--- src/rtl/branch_unit_if.sv ---
// branch_unit_if: decode-to-branch-unit request handshake.
interface branch_unit_if #(parameter int ADDR_WIDTH = 11);
   logic br_valid;
   logic [2:0] br_op;
   logic [ADDR_WIDTH-1:0] br_target;
   logic br_ready;
   modport master(output br_valid, br_op, br_target, input br_ready);
   modport slave(input br_valid, br_op, br_target, output br_ready);
endinterface

--- src/rtl/branch_unit.sv ---
// branch_unit: PC sequencing, Z/N branch resolution with flag-hazard stall,
// post-branch fetch flush and a CALL/RET return-address stack.
module branch_unit #(
   parameter int ADDR_WIDTH = 11,
   parameter int STACK_DEPTH = 4,
   parameter int FLUSH_CYCLES = 1
) (
   input logic clock,
   input logic branch_reset_n,
   input logic flag_Z,
   input logic flag_N,
   input logic status_wr,
   input logic pc_inc,
   branch_unit_if.slave br,
   output logic [ADDR_WIDTH-1:0] pc_out,
   output logic taken,
   output logic stack_err
);
   localparam int PW = $clog2(STACK_DEPTH);
   localparam int CW = $clog2(FLUSH_CYCLES + 1);
   typedef enum logic {IDLE, FLUSH} state_t;
   state_t state, state_nx;
   logic [CW-1:0] cnt;
   logic [ADDR_WIDTH-1:0] stk [STACK_DEPTH];
   logic [PW:0] sp;
   logic [PW-1:0] top;
   logic full, empty, cond_op, hazard, cond, accept, tk, is_call, is_ret;
   logic [ADDR_WIDTH-1:0] pc_seq, pc_nx;
   always_comb begin
      pc_seq = pc_out + ADDR_WIDTH'(1);
      full = sp == (PW+1)'(STACK_DEPTH);
      empty = sp == '0;
      top = PW'(sp - (PW+1)'(1));
      is_call = br.br_op == 3'd5;
      is_ret = br.br_op == 3'd6;
      cond_op = br.br_op != 3'd0 && br.br_op < 3'd5;
      // a flag write this cycle makes the current flags stale for conditional ops
      hazard = br.br_valid && cond_op && status_wr;
      cond = br.br_op == 3'd0 ? 1'b1 :
             br.br_op == 3'd1 ? flag_Z :
             br.br_op == 3'd2 ? !flag_Z :
             br.br_op == 3'd3 ? flag_N :
             br.br_op == 3'd4 ? !flag_N && !flag_Z :
             is_call ? !full :
             is_ret ? !empty : 1'b0;
      accept = br.br_valid && br.br_ready;
      tk = accept && cond;
      pc_nx = accept ? (tk ? (is_ret ? stk[top] : br.br_target) : pc_seq) :
              (pc_inc && state == IDLE ? pc_seq : pc_out);
   end
   always_ff @(posedge clock or negedge branch_reset_n)
      if (!branch_reset_n) state <= IDLE;
      else state <= state_nx;
   always_comb
      state_nx = state == IDLE ? (tk ? FLUSH : IDLE) : (cnt == CW'(1) ? IDLE : FLUSH);
   always_comb
      br.br_ready = branch_reset_n && state == IDLE && !hazard;
   always_ff @(posedge clock or negedge branch_reset_n)
      if (!branch_reset_n) begin
         pc_out <= '0;
         taken <= 1'b0;
         stack_err <= 1'b0;
         cnt <= '0;
         sp <= '0;
         for (int i = 0; i < STACK_DEPTH; i++) stk[i] <= '0;
      end else begin
         pc_out <= pc_nx;
         taken <= tk;
         cnt <= tk ? CW'(FLUSH_CYCLES) : (state == FLUSH ? cnt - CW'(1) : cnt);
         if (accept && !tk && (is_call || is_ret)) stack_err <= 1'b1;
         if (tk && is_call) begin
            stk[sp[PW-1:0]] <= pc_seq;
            sp <= sp + (PW+1)'(1);
         end else if (tk && is_ret) sp <= sp - (PW+1)'(1);
      end
endmodule

--- src/flat_wrapper.sv ---
// flat-port wrapper written by rule: the top's interface ports become plain ports
module branch_unit_flat 
#(
   parameter int ADDR_WIDTH = 11,
   parameter int STACK_DEPTH = 4,
   parameter int FLUSH_CYCLES = 1
)
  (clock, branch_reset_n, flag_Z, flag_N, status_wr, pc_inc, pc_out, taken, stack_err, br_br_valid, br_br_op, br_br_target, br_br_ready);
  branch_unit_if #(.ADDR_WIDTH(ADDR_WIDTH)) br_i ();
  input logic clock;
  input logic branch_reset_n;
  input logic flag_Z;
  input logic flag_N;
  input logic status_wr;
  input logic pc_inc;
  output logic [ADDR_WIDTH-1:0] pc_out;
  output logic taken;
  output logic stack_err;
  input wire logic [$bits(br_i.br_valid)-1:0] br_br_valid;
  input wire logic [$bits(br_i.br_op)-1:0] br_br_op;
  input wire logic [$bits(br_i.br_target)-1:0] br_br_target;
  output wire logic [$bits(br_i.br_ready)-1:0] br_br_ready;
  assign br_i.br_valid = br_br_valid;
  assign br_i.br_op = br_br_op;
  assign br_i.br_target = br_br_target;
  assign br_br_ready = br_i.br_ready;
  branch_unit #(.ADDR_WIDTH(ADDR_WIDTH), .STACK_DEPTH(STACK_DEPTH), .FLUSH_CYCLES(FLUSH_CYCLES)) u_core (.clock(clock), .branch_reset_n(branch_reset_n), .flag_Z(flag_Z), .flag_N(flag_N), .status_wr(status_wr), .pc_inc(pc_inc), .br(br_i), .pc_out(pc_out), .taken(taken), .stack_err(stack_err));
endmodule
--- config.mk ---
export PLATFORM = sky130hd
export DESIGN_NAME = branch_unit_flat
export DESIGN_NICKNAME = d
export VERILOG_FILES = /design/src/rtl/branch_unit_if.sv /design/src/rtl/branch_unit.sv /design/src/flat_wrapper.sv
export SDC_FILE = /design/constraint.sdc
export NUM_CORES = 1
export LEC_CHECK = 0
export ABC_AREA = 1
export BUFFER_PORTS_ARGS = -buffer_cell sky130_fd_sc_hd__buf_2
export CORE_MARGIN = 1.5
export CORE_UTILIZATION = 45
export DETAILED_ROUTE_END_ITERATION = 8
export GPL_ROUTABILITY_DRIVEN = 0
export GPL_TIMING_DRIVEN = 0
export MAX_ROUTING_LAYER = met4
export SYNTH_ARGS = -nofsm -noshare
export SYNTH_HDL_FRONTEND = slang
export SYNTH_SLANG_ARGS = --single-unit
--- constraint.sdc ---
create_clock -name clock -period 4.44 [get_ports clock]
set_clock_uncertainty 0.15 [all_clocks]
set_input_delay 1.11 -clock clock [delete_from_list [all_inputs] [get_ports clock]]
set_output_delay 1.11 -clock clock [all_outputs]
set_load 0.05 [all_outputs]
==> results.json <==
{
  "placed_area_um2": 3695,
  "clock-root-buffer": "sky130_fd_sc_hd__clkbuf_8",
  "grt_start_max_net_pins": 64,
  "cts_max_path_buffers": 2,
  "first_pass_grt_wire_length_um": 15110,
  "ys_seq_area_frac": 0.4559,
  "outcome": "completed",
  "top_level_ports": 35,
  "cts_tree": "yes",
  "setup_viol": 0,
  "final_layout_size_suffix_gt1_frac": 0.1386,
  "netlist_area_pre_place_um2": 3403,
  "whs_path_depth": 1,
  "drv_cap": 0,
  "die_w_um": 89.97,
  "drt_first_iter_violations": 220,
  "crit_path_top_delay_cell": "sky130_fd_sc_hd__buf_4",
  "hold_viol_final": 0,
  "hold_path.class": "reg2reg",
  "worst_hold_startpoint": "u_core.stack_err",
  "drt-wirelength-per-cell_um": 15.03,
  "globalRouteOverflowTotal": 0,
  "floorplan_die_area_um2": 8094,
  "portBuffers": 33,
  "synth.ff_latch_count": 62,
  "avgSynthCellArea_um2": 7.580,
  "p_leak_nw": 2.033,
  "inst_count_dp": 581,
  "placeableCoreArea_um2": 7292,
  "final.min_clock_period_ps": 3702,
  "postCtsHoldBufs": 0,
  "worst_path_dominant_cell_family": "buffers and inverters",
  "setup.worst_path.end_class": "primary output",
  "rr_worst_depth": 11,
  "synthCells": 449,
  "finish.cell_count_without_fillers": 597,
  "post_cts_setup_buffers": 0,
  "place.detailed.hpwl_um": 6431,
  "grtUsageTotal": 0.2453,
  "synthesis.nets": 476,
  "cts_sinks": 62,
  "h-tree-depth": 3,
  "antenna-diode-count": 0,
  "drcViolationCount": 0,
  "setup_ws_ps": 737.7,
  "design.final.nets": 520,
  "cell_by_cell_trace_of_the_critical_path": "buf_4 > inv_1 > nor2_1 > nand2_2 > inv_1 > buf_2",
  "initial_utilization": 0.4667,
  "drv_slew": 0,
  "vdd_drop_max_mv": 0.3291,
  "synth.yosys.warnings": 0,
  "worst_slew_pin_slew_ps": 826.8,
  "floorplan.rows": 31,
  "maxClockFrequency_mhz": 270.1,
  "initial_antenna_violation_count": 0,
  "finalWirelength_um": 8975,
  "clock_pin_slew_of_the_registers_on_the_worst_case_setup_and_hold_paths_ps": 70,
  "path_common_cell": "sky130_fd_sc_hd__inv_1",
  "via_count_of_the_first_global_routing_pass": 3006,
  "setup_repair_after_global_routing_missed_its_margin": "false",
  "cp.arrival_ps": 2440,
  "post_cts_repair_resize_count": 0,
  "cts_made_buffers": 9,
  "layout_commonest_cell": "sky130_fd_sc_hd__nand2_1",
  "fin_tns_setup_ps": 0,
  "reg2reg_to": "u_core.stk[36]",
  "power_density_nw_per_um2": 633.8,
  "worst-path-buf-inv": 4,
  "worstSetupPathType": "in2out",
  "firstDrtPassIters": 4,
  "number_of_cells_on_the_critical_path": 6,
  "worst_skew_pair.late_latency_ps": 350,
  "timing.max_slew.rel_slack": 0.4488,
  "final_min_period_over_clock_period": 0.8339,
  "area.growth.synth_to_final_pct": 14.45,
  "final_design_area_no_fill_um2": 3895,
  "worst_ep_required_time_ps": 3180,
  "dieHeight_um": 89.97,
  "ff2ff_setup_slack_ps": 1790,
  "filler_cell_count": 767,
  "reg2reg_from": "u_core.sp[0]",
  "vias_per_cell": 5.137,
  "via_count": 3067,
  "worst-path-max-fanout": 63,
  "critPathMaxStageDelay_ps": 620,
  "startpoint_type": "input pin",
  "mostFrequentLayoutCells": "sky130_fd_sc_hd__nand2_1, sky130_fd_sc_hd__o21ai_0, sky130_fd_sc_hd__dfrtp_1",
  "pre_cts_slack_ps": 701.6,
  "yosys.cell_types.count": 27,
  "drt.antenna.violating_nets": 0,
  "hold-path-endpoint": "u_core.stack_err"
}
-- area by class of cell --
type | count | area (um2) | share of cell area
inverter | 52 | 195.2 | 0.05011
multi-input combinational | 315 | 1567 | 0.4022
buffer | 20 | 90.09 | 0.02313
clock inverter | 4 | 45.04 | 0.01156
sequential | 62 | 1551 | 0.3983
timing repair buffer | 33 | 167.7 | 0.04305
tap | 99 | 123.9 | 0.03180
clock buffer | 12 | 155.1 | 0.03983
-- stage by stage --
step / hold slack, ps / total power [W] / utilization
CTS: 336.2 / 0.002481 / 0.5341
global placement: 310.1 / 0.001949 / 0.5063
detailed placement: 315.8 / 0.001965 / 0.5067
floorplan: 315.6 / 0.001628 / -
global route: 356.6 / 0.002634 / 0.5341
finish: 326.9 / 0.002469 / 0.5341
-- worst max-delay path by stage --
stage | slack (ps) | from | to
after detailed placement | 700 | branch_reset_n | br_br_ready
after floorplan | 1240 | br_br_op[0] | br_br_ready
after global placement | 210 | branch_reset_n | br_br_ready
after CTS | 700 | branch_reset_n | br_br_ready
after global routing | 520 | branch_reset_n | br_br_ready
final | 740 | branch_reset_n | br_br_ready
-- synth_stat cells --
cell type                  number  area share
sky130_fd_sc_hd__nand3_4        1      0.0051
sky130_fd_sc_hd__a21oi_1        4      0.0059
sky130_fd_sc_hd__nor2_2         4      0.0074
sky130_fd_sc_hd__nand4_4        1      0.0062
sky130_fd_sc_hd__o21ai_0       62       0.091
sky130_fd_sc_hd__xor2_1        12       0.031
sky130_fd_sc_hd__o21bai_1       1      0.0022
sky130_fd_sc_hd__buf_2          9       0.013
sky130_fd_sc_hd__nand2_2        2      0.0037
sky130_fd_sc_hd__nor2_8         1      0.0059
sky130_fd_sc_hd__nor3_1         1      0.0015
sky130_fd_sc_hd__inv_1         50       0.055
sky130_fd_sc_hd__o21ai_1       12       0.018
sky130_fd_sc_hd__ha_1           6       0.022
sky130_fd_sc_hd__nor3_2         1      0.0029
sky130_fd_sc_hd__a211oi_1       8       0.018
sky130_fd_sc_hd__buf_4          1      0.0022
sky130_fd_sc_hd__inv_2          1      0.0011
sky130_fd_sc_hd__nor2_1        26       0.029
sky130_fd_sc_hd__nand2_1      140        0.15
sky130_fd_sc_hd__nand4_1        5      0.0092
sky130_fd_sc_hd__nand3_1       18       0.026
sky130_fd_sc_hd__clkbuf_1      10       0.011
sky130_fd_sc_hd__o22ai_1        2      0.0037
sky130_fd_sc_hd__o211ai_1       8       0.018
sky130_fd_sc_hd__dfrtp_1       62        0.46
sky130_fd_sc_hd__clkinv_1       1      0.0011
-- worst reg2reg max path, stage by stage, from the launching register on --
cell and delay [ps]:
sky130_fd_sc_hd__dfrtp_1 460, sky130_fd_sc_hd__inv_1 240, sky130_fd_sc_hd__ha_1 260, sky130_fd_sc_hd__nand2_1 80, sky130_fd_sc_hd__nand3_1 80, sky130_fd_sc_hd__nand2_1 60, sky130_fd_sc_hd__nor2_1 160, sky130_fd_sc_hd__nand4_4 220
sky130_fd_sc_hd__nand3_4 210, sky130_fd_sc_hd__clkbuf_1 420, sky130_fd_sc_hd__o21ai_0 170, sky130_fd_sc_hd__nand2_1 80
-- logic make-up after synthesis --
group / count (synthesis) / share of synthesized area
XOR/XNOR: 12 / 0.03088
AND/OR/NAND/NOR: 200 / 0.2515
AO/OA/AOI/OAI: 97 / 0.1559
flip-flops: 62 / 0.4559
buffers and inverters: 72 / 0.08382
adder cells (fa/ha/maj): 6 / 0.02206
-- flip-flops by register name, summed over array words and instances (netlist names) --
signal	flops
u_core.stk	44
u_core.pc_out	11
u_core.sp	3
u_core.cnt	1
u_core.stack_err	1
u_core.state	1
u_core.taken	1
-- power by group --
group	leakage [nW]	switching, W	internal (W)	total, W
Combinational	1.19	0.000817	0.000308	0.00112
Sequential	0.733	0.000104	0.000724	0.000828
Clock	0.106	0.000229	0.000287	0.000516
-- layer usage --
layer / up-vias / share of wire / GRT usage
met4: 0 / 0.014 / 0.07275
li1: 1533 / - / -
met3: 12 / 0.043 / 0.04653
met2: 61 / 0.47 / 0.3931
met5: - / 0 / -
met1: 1461 / 0.47 / 0.3179
No activity file was read; power rests on OpenSTA's default activity.
